`src/rtl/mips_bus_initiator.sv`:
```
// CPU-side initiator for the 32-bit memory bus: one request at a time, waitrequest stalls,
// byte-lane alignment on stores, lane extraction plus zero/sign extension on loads.
module mips_bus_initiator #(
    parameter int unsigned TIMEOUT = 0
) (
    input  logic        clk,
    input  logic        reset,
    input  logic        req_valid,
    output logic        req_ready,
    input  logic        req_write,
    input  logic [31:0] req_addr,
    input  logic [1:0]  req_size,
    input  logic        req_signed,
    input  logic [31:0] req_wdata,
    output logic        resp_valid,
    output logic [31:0] resp_rdata,
    output logic        resp_err,
    output logic [31:0] address,
    output logic        read,
    output logic        write,
    output logic [31:0] writedata,
    output logic [3:0]  byteenable,
    input  logic        waitrequest,
    input  logic [31:0] readdata
);

    typedef enum logic [1:0] {
        S_IDLE  = 2'd0,
        S_REQ   = 2'd1,
        S_RDATA = 2'd2
    } state_t;

    localparam logic [31:0] LAST_STALL = (TIMEOUT == 0) ? '0 : 32'(TIMEOUT - 1);

    state_t      state_q, state_d;
    logic        wr_q, wr_d;
    logic        sgn_q, sgn_d;
    logic [1:0]  size_q, size_d;
    logic [1:0]  lane_q, lane_d;
    logic [31:0] cnt_q, cnt_d;
    logic [31:0] address_q, address_d;
    logic [3:0]  be_q, be_d;
    logic [31:0] wdata_q, wdata_d;
    logic        read_q, read_d;
    logic        write_q, write_d;
    logic        rvalid_q, rvalid_d;
    logic        rerr_q, rerr_d;
    logic [31:0] rdata_q, rdata_d;

    logic        illegal;
    logic [3:0]  be_new;
    logic [31:0] wdata_new;
    logic [31:0] rd_shifted;
    logic [31:0] rd_ext;

    // Request decode: legality, lane enables and lane-placed store data.
    always_comb begin
        illegal   = 1'b0;
        be_new    = 4'b1111;
        wdata_new = req_wdata;
        case (req_size)
            2'd0: begin
                be_new    = 4'b0001 << req_addr[1:0];
                wdata_new = 32'(req_wdata[7:0]) << {req_addr[1:0], 3'b000};
            end
            2'd1: begin
                illegal   = req_addr[0];
                be_new    = 4'b0011 << {req_addr[1], 1'b0};
                wdata_new = 32'(req_wdata[15:0]) << {req_addr[1], 4'b0000};
            end
            2'd2: illegal = (req_addr[1:0] != 2'b00);
            default: illegal = 1'b1;
        endcase
    end

    // Load return path: shift the addressed lane(s) down, then extend.
    always_comb begin
        rd_shifted = '0;
        rd_ext     = readdata;
        case (size_q)
            2'd0: begin
                rd_shifted = readdata >> {lane_q, 3'b000};
                rd_ext     = {{24{sgn_q & rd_shifted[7]}}, rd_shifted[7:0]};
            end
            2'd1: begin
                rd_shifted = readdata >> {lane_q[1], 4'b0000};
                rd_ext     = {{16{sgn_q & rd_shifted[15]}}, rd_shifted[15:0]};
            end
            default: rd_ext = readdata;
        endcase
    end

    always_comb begin
        state_d   = state_q;
        wr_d      = wr_q;
        sgn_d     = sgn_q;
        size_d    = size_q;
        lane_d    = lane_q;
        cnt_d     = cnt_q;
        address_d = address_q;
        be_d      = be_q;
        wdata_d   = wdata_q;
        read_d    = read_q;
        write_d   = write_q;
        rvalid_d  = 1'b0;
        rerr_d    = 1'b0;
        rdata_d   = '0;
        case (state_q)
            S_IDLE: begin
                if (req_valid) begin
                    wr_d   = req_write;
                    sgn_d  = req_signed;
                    size_d = req_size;
                    lane_d = req_addr[1:0];
                    if (illegal) begin
                        rvalid_d = 1'b1;
                        rerr_d   = 1'b1;
                    end else begin
                        state_d   = S_REQ;
                        address_d = {req_addr[31:2], 2'b00};
                        be_d      = be_new;
                        wdata_d   = wdata_new;
                        read_d    = ~req_write;
                        write_d   = req_write;
                        cnt_d     = '0;
                    end
                end
            end
            S_REQ: begin
                if (waitrequest) begin
                    if (TIMEOUT != 0 && cnt_q == LAST_STALL) begin
                        read_d   = 1'b0;
                        write_d  = 1'b0;
                        rvalid_d = 1'b1;
                        rerr_d   = 1'b1;
                        state_d  = S_IDLE;
                    end else begin
                        cnt_d = cnt_q + 32'd1;
                    end
                end else begin
                    read_d  = 1'b0;
                    write_d = 1'b0;
                    if (wr_q) begin
                        rvalid_d = 1'b1;
                        state_d  = S_IDLE;
                    end else begin
                        state_d = S_RDATA;
                    end
                end
            end
            S_RDATA: begin
                rvalid_d = 1'b1;
                rdata_d  = rd_ext;
                state_d  = S_IDLE;
            end
            default: state_d = S_IDLE;
        endcase
    end

    always_ff @(posedge clk or posedge reset) begin
        if (reset) begin
            state_q   <= S_IDLE;
            wr_q      <= 1'b0;
            sgn_q     <= 1'b0;
            size_q    <= '0;
            lane_q    <= '0;
            cnt_q     <= '0;
            address_q <= '0;
            be_q      <= '0;
            wdata_q   <= '0;
            read_q    <= 1'b0;
            write_q   <= 1'b0;
            rvalid_q  <= 1'b0;
            rerr_q    <= 1'b0;
            rdata_q   <= '0;
        end else begin
            state_q   <= state_d;
            wr_q      <= wr_d;
            sgn_q     <= sgn_d;
            size_q    <= size_d;
            lane_q    <= lane_d;
            cnt_q     <= cnt_d;
            address_q <= address_d;
            be_q      <= be_d;
            wdata_q   <= wdata_d;
            read_q    <= read_d;
            write_q   <= write_d;
            rvalid_q  <= rvalid_d;
            rerr_q    <= rerr_d;
            rdata_q   <= rdata_d;
        end
    end

    assign req_ready  = (state_q == S_IDLE);
    assign resp_valid = rvalid_q;
    assign resp_err   = rerr_q;
    assign resp_rdata = rdata_q;
    assign address    = address_q;
    assign read       = read_q;
    assign write      = write_q;
    assign writedata  = wdata_q;
    assign byteenable = be_q;

endmodule
```
`config.mk`:
```
export PLATFORM = sky130hd
export DESIGN_NAME = mips_bus_initiator
export DESIGN_NICKNAME = d
export VERILOG_FILES = /design/src/rtl/mips_bus_initiator.sv
export SDC_FILE = /design/constraint.sdc
export NUM_CORES = 1
export LEC_CHECK = 0
export BUFFER_PORTS_ARGS = -buffer_cell sky130_fd_sc_hd__buf_4
export CAP_MARGIN = 5
export CORE_UTILIZATION = 40
export CTS_CLUSTER_DIAMETER = 100
export DETAILED_ROUTE_END_ITERATION = 8
export PLACE_DENSITY = 0.7
export SLEW_MARGIN = 0
export SYNTH_ARGS = -nofsm -noshare
export SYNTH_HDL_FRONTEND = slang
export SYNTH_SLANG_ARGS = --single-unit
```
`constraint.sdc`:
```
create_clock -name clk -period 6.6 [get_ports clk]
set_input_delay 0 -clock clk [delete_from_list [all_inputs] [get_ports clk]]
set_output_delay 0 -clock clk [all_outputs]
set_load 0.05 [all_outputs]
```
==> flow_metrics.tcl, run 1 <==
set metrics [dict create \
    crit_top_cell "buf_4" \
    timing.setup.tns_ns 0 \
    syn_inst 431 \
    seqCellArea_mm2 0.002753 \
    mostFrequentLayoutCells "209 x buf_4, 110 x dfrtp_1, 94 x dlygate4sd3_1, 67 x nand2_1, 30 x o21ai_0" \
    drcViolationCount 0 \
    timing.fmax_ghz 0.4379 \
    critPathBufInv 3 \
    clk_pin_slew_ns 0.07 \
    worstSkewPairLatency_ns 0.35 \
    root_buffer "clkbuf_16" \
    wl_per_cell_um 18.06 \
    status "finished clean" \
    synth_area_leaders "dfrtp_1 56%, mux2_1 6.5%, nand2_1 5.1%" \
    synth-edff-count 0 \
    avgSynthCellArea_um2 11.34 \
    setup_viol 0 \
    min_path_type "in2reg" \
    pin_count 209 \
    layout_min_cycle_time_ns 2.283 \
    vias_per_cell 5.390 \
    dr.pass1.iters 6 \
    final_antenna_net_count 0 \
    finalHoldViolCount 0 \
    final_common_cell "buf_4" \
    cp_max_fo 67 \
    htreeDepth 3 \
    power.density_mw_per_mm2 339.7 \
    yosysSeqAreaShare_pct 56.32 \
    gp_congestion 0.8152 \
    p_leak_nw 3.763 \
    r2r-start "size_q[1]$_DFFE_PP0P_" \
    grt_pass1_wl_mm 24.58 \
    rows 40 \
    fill_cells 918 \
    rsz0062_at_grt "no" \
    drv_slew 0 \
    slowest_delay_ns 0.67 \
    grt_max_degree 70 \
    fp.dieArea_mm2 0.01266 \
    hpwl_mm 9.752 \
    finClkSkew_ns 0.005672 \
    cts_tree "built" \
    fin_cells 865 \
    areaGrowthSynthToFinish_pct 58.37 \
    fin_nets 815 \
    core_area_mm2 0.01196 \
    start_kind "primary input" \
    initial_core_util_pct 40.86 \
    die_y_um 112.5 \
    synth_seq_cells 110 \
    netlist.area_leader.share_pct 56.32 \
    max_cap_viol_count 0 \
    crit_slowest_cell "buf_4" \
    cts_buffers 9 \
    overflow 0 \
    cts.sinks 110 \
    port-buffer-count 206 \
    peakVddDrop_mv 0.1942 \
    arrival_ns 2.52 \
    synth_warnings 0 \
    die_x_um 112.5 \
    endpoint_kind "flip-flop" \
    multi_input_area_mm2 0.001922 \
    required_ns 6.83 \
    critical_path_class "in2reg" \
    cts-resized-gates 0 \
    ys_types 49 \
    yosys.area.top_type "dfrtp_1" \
    synth_area_mm2 0.004887 \
    clk_path_buf_depth 2 \
    layout-drive-gt1-share_pct 36.45 \
    worst_pin_slew_ns 1.181 \
    grt_use_total_pct 25.29 \
    wl_mm 15.63 \
    slew_headroom_pct 21.13 \
    async_flop_share_pct 100.0 \
    vias 4662 \
    ys.flop_type "dfrtp_1" \
    path_cells "dlygate4sd3_1 > buf_4 > nor3_2 > o21ai_4 > buf_4 > mux2_2" \
    timing.final.crit_share_pct 34.60 \
    dp.cells 753 \
    cp-startpoint "req_addr[1]" \
    grt_pass1_vias 4661 \
    path_delay_family "buffers and inverters" \
    antenna_found_initial 1 \
    initialDrtViolationCount 334 \
    hold_start "req_wdata[28]" \
]
==> flip-flops by register name, summed over array words and instances (netlist names) <==
register / cells
address: 30
byteenable: 4
lane_q: 2
read: 1
resp_err: 1
resp_rdata: 32
resp_valid: 1
sgn_q: 1
size_q: 2
state_q: 2
wr_q: 1
write: 1
writedata: 32
==> layer usage <==
layer  track usage, %  wire length, um  up-vias
li1                 -                -     2121
met1            31.58             6340     2230
met2            40.91             7537      247
met3            4.374              923       64
met4            16.09              825        0
met5                0                0        -
==> where the power goes <==
group / switching [W] / internal [W]
clock: 0.000243 / 0.000371
sequential: 0.000107 / 0.000812
combinational: 0.000724 / 0.000372
total: 0.00107 / 0.00156
==> repair_timing <==
action | CTS | global route
buffers inserted | 0 | 0
hold buffers | 94 | 0
endpoints found under the hold margin | 138 | 0
==> cell families after synthesis <==
family	after synthesis	share of synthesized area [%]
mux	46	10.62
flops	110	56.32
simple gates	108	9.985
compound gates	124	18.33
buf+inv	42	4.659
other cells	1	0.07673
==> cell type report <==
class / instances / share of cell area (%)
sequential: 110 / 35.56
timing repair buffer: 303 / 32.43
multi-input combinational: 280 / 24.83
clock buffer: 10 / 2.958
tap: 147 / 2.376
clock inverter: 6 / 1.406
inverter: 7 / 0.3718
antenna: 2 / 0.06466
==> per-stage QoR <==
| step | hold WS (ns) | area [um^2] | utilization, % | worst slack [ns] | power [W] |
|---|---|---|---|---|---|
| floorplan | 0.1054 | 4891 | - | 3.698 | 0.001624 |
| global placement | 0.07614 | 6456 | 53.97 | 4.406 | 0.001951 |
| detailed placement | 0.08961 | 6456 | 53.97 | 4.294 | 0.001970 |
| CTS | 0.004996 | 7735 | 64.67 | 4.356 | 0.002632 |
| global route | 0.03607 | 7737 | 64.69 | 4.167 | 0.002734 |
| finish | 0.01960 | 7740 | 64.71 | 4.317 | 0.002630 |
==> cells in the mapped netlist, types with 2 or more instances <==
master     count
a21oi_1       25
a221oi_1       9
a222oi_1       7
a22o_1         8
a22oi_1        8
a2bb2oi_1      8
a32oi_1        8
buf_2         13
buf_4          4
buf_6          5
clkbuf_1      11
dfrtp_1      110
inv_1          6
mux2_1        28
mux2_2        16
nand2_1       67
nand2_2       10
nand2b_1       2
nand3_1        2
nor2_1        13
nor2b_1        4
o21ai_0       30
o21ai_1        4
o31ai_1        8
==> tightest hold or removal path: stages <==
cell	delay (ns)
buf_4	0.11
a21oi_1	0.14
o31ai_1	0.08
==> worst paths after layout <==
kind,cells past startpoint,slack [ns],endpoint
worst max-delay path,6,4.32,address[17]$_DFFE_PP0P_
worst min-delay path,3,0.02,writedata[28]$_DFFE_PP0P_
worst max register to register,4,4.34,resp_rdata[25]$_DFF_PP0_
worst min register to register,1,0.47,state_q[1]$_DFFE_PP0P_
max in group asynchronous,4,5.05,resp_rdata[17]$_DFF_PP0_
min in group asynchronous,3,0.25,address[6]$_DFFE_PP0P_
Note: power is estimated with default switching activity, not from simulation.
==> inputs of run 2 (changes only) <==
==> constraint.sdc (replaced) <==
create_clock -name clk -period 2.4 [get_ports clk]
set_input_delay 0 -clock clk [delete_from_list [all_inputs] [get_ports clk]]
set_output_delay 0 -clock clk [all_outputs]
set_load 0.05 [all_outputs]
==> flow_metrics.tcl, run 2 (synthesis results as in run 1) <==
set metrics [dict create \
    overflow 0 \
    cp_max_fo 66 \
    p_leak_nw 3.765 \
    timing.setup.tns_ns 0 \
    cts_tree "built" \
    vias_per_cell 5.304 \
    htreeDepth 3 \
    layout_min_cycle_time_ns 2.028 \
    rr_worst_depth 4 \
    slew_headroom_pct 57.42 \
    final_common_cell "buf_4" \
    max_cap_viol_count 0 \
    start_kind "flip-flop" \
    fin_cells 868 \
    clk_pin_slew_ns 0.07 \
    rows 40 \
    endpoint_kind "flip-flop" \
    initial_core_util_pct 40.86 \
    gp_congestion 0.8147 \
    peakVddDrop_mv 0.5444 \
    slowest_delay_ns 0.49 \
    mostFrequentLayoutCells "214 x buf_4, 110 x dfrtp_1, 93 x dlygate4sd3_1, 67 x nand2_1, 30 x o21ai_0" \
    worstSkewPairLatency_ns 0.35 \
    p_comb_share_pct 43.9 \
    rsz0062_at_grt "no" \
    fp.dieArea_mm2 0.01266 \
    utilization_pct 64.73 \
    required_ns 2.63 \
    pin_count 209 \
    layout-drive-gt1-share_pct 37.03 \
    switchingPower_w 0.002936 \
    clockPowerShare_pct 20.3 \
    hpwl_mm 9.747 \
    path_delay_family "simple AND/OR/NAND/NOR gates" \
    finClkSkew_ns 0.006765 \
    dr.pass1.iters 5 \
    status "finished clean" \
    worst_pin_slew_ns 0.6387 \
    grt_pass1_vias 4604 \
    setup_viol 0 \
    power.density_mw_per_mm2 900.1 \
    final_antenna_net_count 0 \
    grt_max_degree 111 \
    die_x_um 112.5 \
    wl_per_cell_um 17.59 \
    antenna_found_initial 0 \
    min_path_type "in2reg" \
    path_cells "nor3b_1 > o21ai_4 > buf_12 > mux2_1" \
    timing.fmax_ghz 0.4930 \
    critPathBufInv 1 \
    cts_buffers 9 \
    holdPathStages 3 \
    antenna_cells 0 \
    drv_slew 0 \
    critical_path_class "reg2reg" \
    p_sw_share_pct 42.13 \
    areaGrowthSynthToFinish_pct 58.42 \
    fin_nets 821 \
    grt_use_total_pct 24.84 \
    root_buffer "clkbuf_16" \
    wl_mm 15.26 \
    cts.sinks 110 \
    crit_slowest_cell "nor3b_1" \
    core_area_mm2 0.01196 \
    finalHoldViolCount 0 \
    port-buffer-count 206 \
    initialDrtViolationCount 248 \
    grt_pass1_wl_mm 24.01 \
    vias 4604 \
    clk_path_buf_depth 2 \
    dp.cells 760 \
    path_depth 4 \
    p_int_w 0.004033 \
    arrival_ns 2.26 \
    drcViolationCount 0 \
    seq_power_share_pct 35.7 \
    timing.final.crit_share_pct 84.51 \
    die_y_um 112.5 \
]
==> run 2: routing by layer <==
layer | global-route usage, % | vias to the layer above | part of all wire, %
li1 | - | 2124 | -
met1 | 30.35 | 2204 | 40
met2 | 41.41 | 222 | 50
met3 | 5.238 | 54 | 5.9
met4 | 13.33 | 0 | 4.4
met5 | 0 | - | 0
==> run 2: final cells by class <==
class                   count  area [um^2]
flip-flops and latches    110         2753
inverters                   7        30.03
fillers                   895         4219
well taps                 147        183.9
repair buffers            309         2577
clock inverters             3        20.02
clock buffers              12        256.5
multi-input cells         280         1922
==> run 2: metrics by stage <==
stage / hold WS, ns / setup slack [ns] / total power [W] / area, um^2
after detailed placement: 0.2173 / 0.4135 / 0.005436 / 6535
after global placement: 0.2125 / 0.4647 / 0.005387 / 6535
after floorplan: 0.1054 / 0.2777 / 0.004468 / 4895
after CTS: 0.001887 / 0.3956 / 0.006958 / 7742
final: 0.006758 / 0.3718 / 0.006969 / 7742
after global routing: 0.01235 / 0.2597 / 0.007266 / 7742
==> run 2: worst register-to-register path: cells and delay by family, from the launching register on <==
family / cells / cell delay [ns]
DFF: 1 / 0.42
and+or+nand+nor: 1 / 0.49
AOI/OAI and AO/OA: 1 / 0.31
buffers and inverters: 1 / 0.30
muxes: 1 / 0.39
==> run 2: what timing repair did <==
action / CTS / global route
setup endpoints to repair: 0 / 0
hold endpoints to repair: 205 / 0
setup buffers: 0 / 0
hold buffers: 93 / 0
resized for setup: 0 / 0
==> run 2: power by group through the flow <==
stage                     Clock [W]  Combinational (W)  Sequential, W
final                       0.00142            0.00306        0.00249
after global routing        0.00152            0.00321        0.00254
after CTS                   0.00143            0.00305        0.00248
after detailed placement          0            0.00292        0.00251
after global placement            0            0.00289        0.00250
after floorplan                   0           0.000749        0.00372
==> run 2: final timing paths <==
path,startpoint,end,slack (ns)
max in group asynchronous,reset,resp_rdata[10]$_DFF_PP0_,1.55
setup / recovery,state_q[1]$_DFFE_PP0P_,address[13]$_DFFE_PP0P_,0.37
setup reg to reg,state_q[1]$_DFFE_PP0P_,address[13]$_DFFE_PP0P_,0.37
hold reg to reg,wr_q$_DFFE_PP0P_,state_q[1]$_DFFE_PP0P_,0.46
hold / removal,req_wdata[25],writedata[25]$_DFFE_PP0P_,0.007
min in group asynchronous,reset,resp_rdata[12]$_DFF_PP0_,0.41
==> inputs of run 3 (changes only) <==
--- a/config.mk
+++ b/config.mk
@@ -10,7 +10,7 @@
 export CORE_UTILIZATION = 40
 export CTS_CLUSTER_DIAMETER = 100
 export DETAILED_ROUTE_END_ITERATION = 8
-export PLACE_DENSITY = 0.7
+export PLACE_DENSITY = 0.73
 export SLEW_MARGIN = 0
 export SYNTH_ARGS = -nofsm -noshare
 export SYNTH_HDL_FRONTEND = slang
==> constraint.sdc (replaced) <==
create_clock -name clk -period 1.66 [get_ports clk]
set_input_delay 0 -clock clk [delete_from_list [all_inputs] [get_ports clk]]
set_output_delay 0 -clock clk [all_outputs]
set_load 0.05 [all_outputs]
==> flow_metrics.tcl, run 3 (synthesis results as in run 1) <==
set metrics [dict create \
    antenna_found_initial 0 \
    cts_buffers 9 \
    r2r-end "address[22]$_DFFE_PP0P_" \
    htreeDepth 3 \
    layout_min_cycle_time_ns 1.590 \
    port-buffer-count 206 \
    worst_pin_slew_ns 0.5693 \
    cts.sinks 110 \
    dp.cells 772 \
    start_kind "flip-flop" \
    drcViolationCount 0 \
    power.density_mw_per_mm2 1328 \
    core_area_mm2 0.01196 \
    cts_tree "built" \
    hold_path_end "writedata[27]$_DFFE_PP0P_" \
    arrival_ns 1.82 \
    required_ns 1.89 \
    wl_per_cell_um 17.70 \
    mostFrequentLayoutCells "224 x buf_4, 110 x dfrtp_1, 90 x dlygate4sd3_1, 67 x nand2_1, 30 x o21ai_0" \
    peakVddDrop_mv 0.7660 \
    vias_per_cell 5.309 \
    power_w 0.01050 \
    rows 40 \
    min_path_type "in2reg" \
    rr_worst_depth 5 \
    hpwl_mm 10.07 \
    worstSkewPairLatency_ns 0.35 \
    die_x_um 112.5 \
    finClkSkew_ns 0.009271 \
    finalHoldViolCount 0 \
    rsz0062_at_grt "no" \
    final_antenna_net_count 0 \
    endpoint_kind "flip-flop" \
    setup_viol 0 \
    critical_path_class "reg2reg" \
    clk_path_buf_depth 2 \
    die_y_um 112.5 \
    max_cap_viol_count 0 \
    areaGrowthSynthToFinish_pct 61.67 \
    grt_max_degree 111 \
    drv_slew 0 \
    r2r-start "state_q[1]$_DFFE_PP0P_" \
    initial_core_util_pct 40.86 \
    timing.setup.tns_ns 0 \
    overflow 0 \
    dr.pass1.iters 6 \
    initialDrtViolationCount 372 \
    vias 4667 \
    timing.final.crit_share_pct 95.81 \
    slew_headroom_pct 62.04 \
    grt_pass1_wl_mm 24.43 \
    root_buffer "clkbuf_16" \
    grt_use_total_pct 25.08 \
    p_leak_nw 3.859 \
    pin_count 209 \
    status "finished clean" \
    gp_congestion 0.8672 \
    fp.dieArea_mm2 0.01266 \
    timing.fmax_ghz 0.6287 \
    grt_pass1_vias 4648 \
    clk_pin_slew_ns 0.07 \
    hold_start "req_wdata[27]" \
    r2r_slack_ns 0.07 \
    cp_max_fo 32 \
    cts_setup_buffers 0 \
    holdPathStages 3 \
    wl_mm 15.56 \
    fin_nets 830 \
    fin_cells 879 \
    hold_slack_ns 0.01254 \
    final_common_cell "buf_4" \
    layout-drive-gt1-share_pct 38.85 \
]
## run 3: cell count changes in the layout (fill, tap and decap cells not counted), sizes merged, moves of 2 or more
cell	previous run	this run
buf	216	228
dlygate4sd3	93	90
bufinv	0	2
inv	6	8
clkbuf	12	10
clkinvlp	3	1
## run 3: worst max-delay path, cell delays in order (launching register included)
cell     delay, ns
dfrtp_1       0.38
nor3b_1       0.26
buf_4         0.21
o21ai_4       0.08
buf_12        0.18
mux2_1        0.34
## run 3: repair_timing
action,CTS,global route
endpoints found under the hold margin,203,0
endpoints found under the setup margin,0,2
hold buffers,90,0
resized for setup,0,2
## run 3: worst max path at each step
stage	start	end	slack [ns]
after global routing	lane_q[1]$_DFFE_PP0P_	resp_rdata[2]$_DFF_PP0_	0.003
after CTS	state_q[1]$_DFFE_PP0P_	resp_valid$_DFF_PP0_	0.05
after detailed placement	state_q[1]$_DFFE_PP0P_	address[27]$_DFFE_PP0P_	0.08
final	state_q[1]$_DFFE_PP0P_	address[22]$_DFFE_PP0P_	0.07
after floorplan	state_q[1]$_DFFE_PP0P_	writedata[0]$_DFFE_PP0P_	0.05
after global placement	state_q[1]$_DFFE_PP0P_	resp_valid$_DFF_PP0_	0.12
## run 3: power by group
group | leakage, nW | switching [W] | internal (W)
Clock | 0.163 | 0.000993 | 0.00138
Combinational | 2.29 | 0.00297 | 0.00158
Sequential | 1.41 | 0.000348 | 0.00323
## run 3: stage by stage
step | utilization, % | setup WS (ns) | cell area, um^2
after floorplan | - | 0.04507 | 4902
after global placement | 55.66 | 0.1181 | 6658
after detailed placement | 55.66 | 0.08189 | 6658
after CTS | 65.95 | 0.05208 | 7889
after global routing | 66.04 | 0.003307 | 7899
final | 66.06 | 0.06952 | 7901
## run 3: routing by layer
metal / global-route usage (%) / wire, um
met2: 42.07 / 7760
met1: 31.39 / 6335
met3: 4.914 / 951
met5: 0 / 0
met4: 11.64 / 508
## run 3: final cells by class
| cell class | count | area, um^2 |
|---|---|---|
| Timing Repair Buffer | 318 | 2663 |
| Clock inverter | 6 | 91.34 |
| Sequential cell | 110 | 2753 |
| Clock buffer | 10 | 239.0 |
| Multi-Input combinational cell | 280 | 1939 |
| Fill cell | 847 | 4060 |
| Antenna cell | 1 | 2.502 |
| Tap cell | 147 | 183.9 |
| Inverter | 7 | 30.03 |
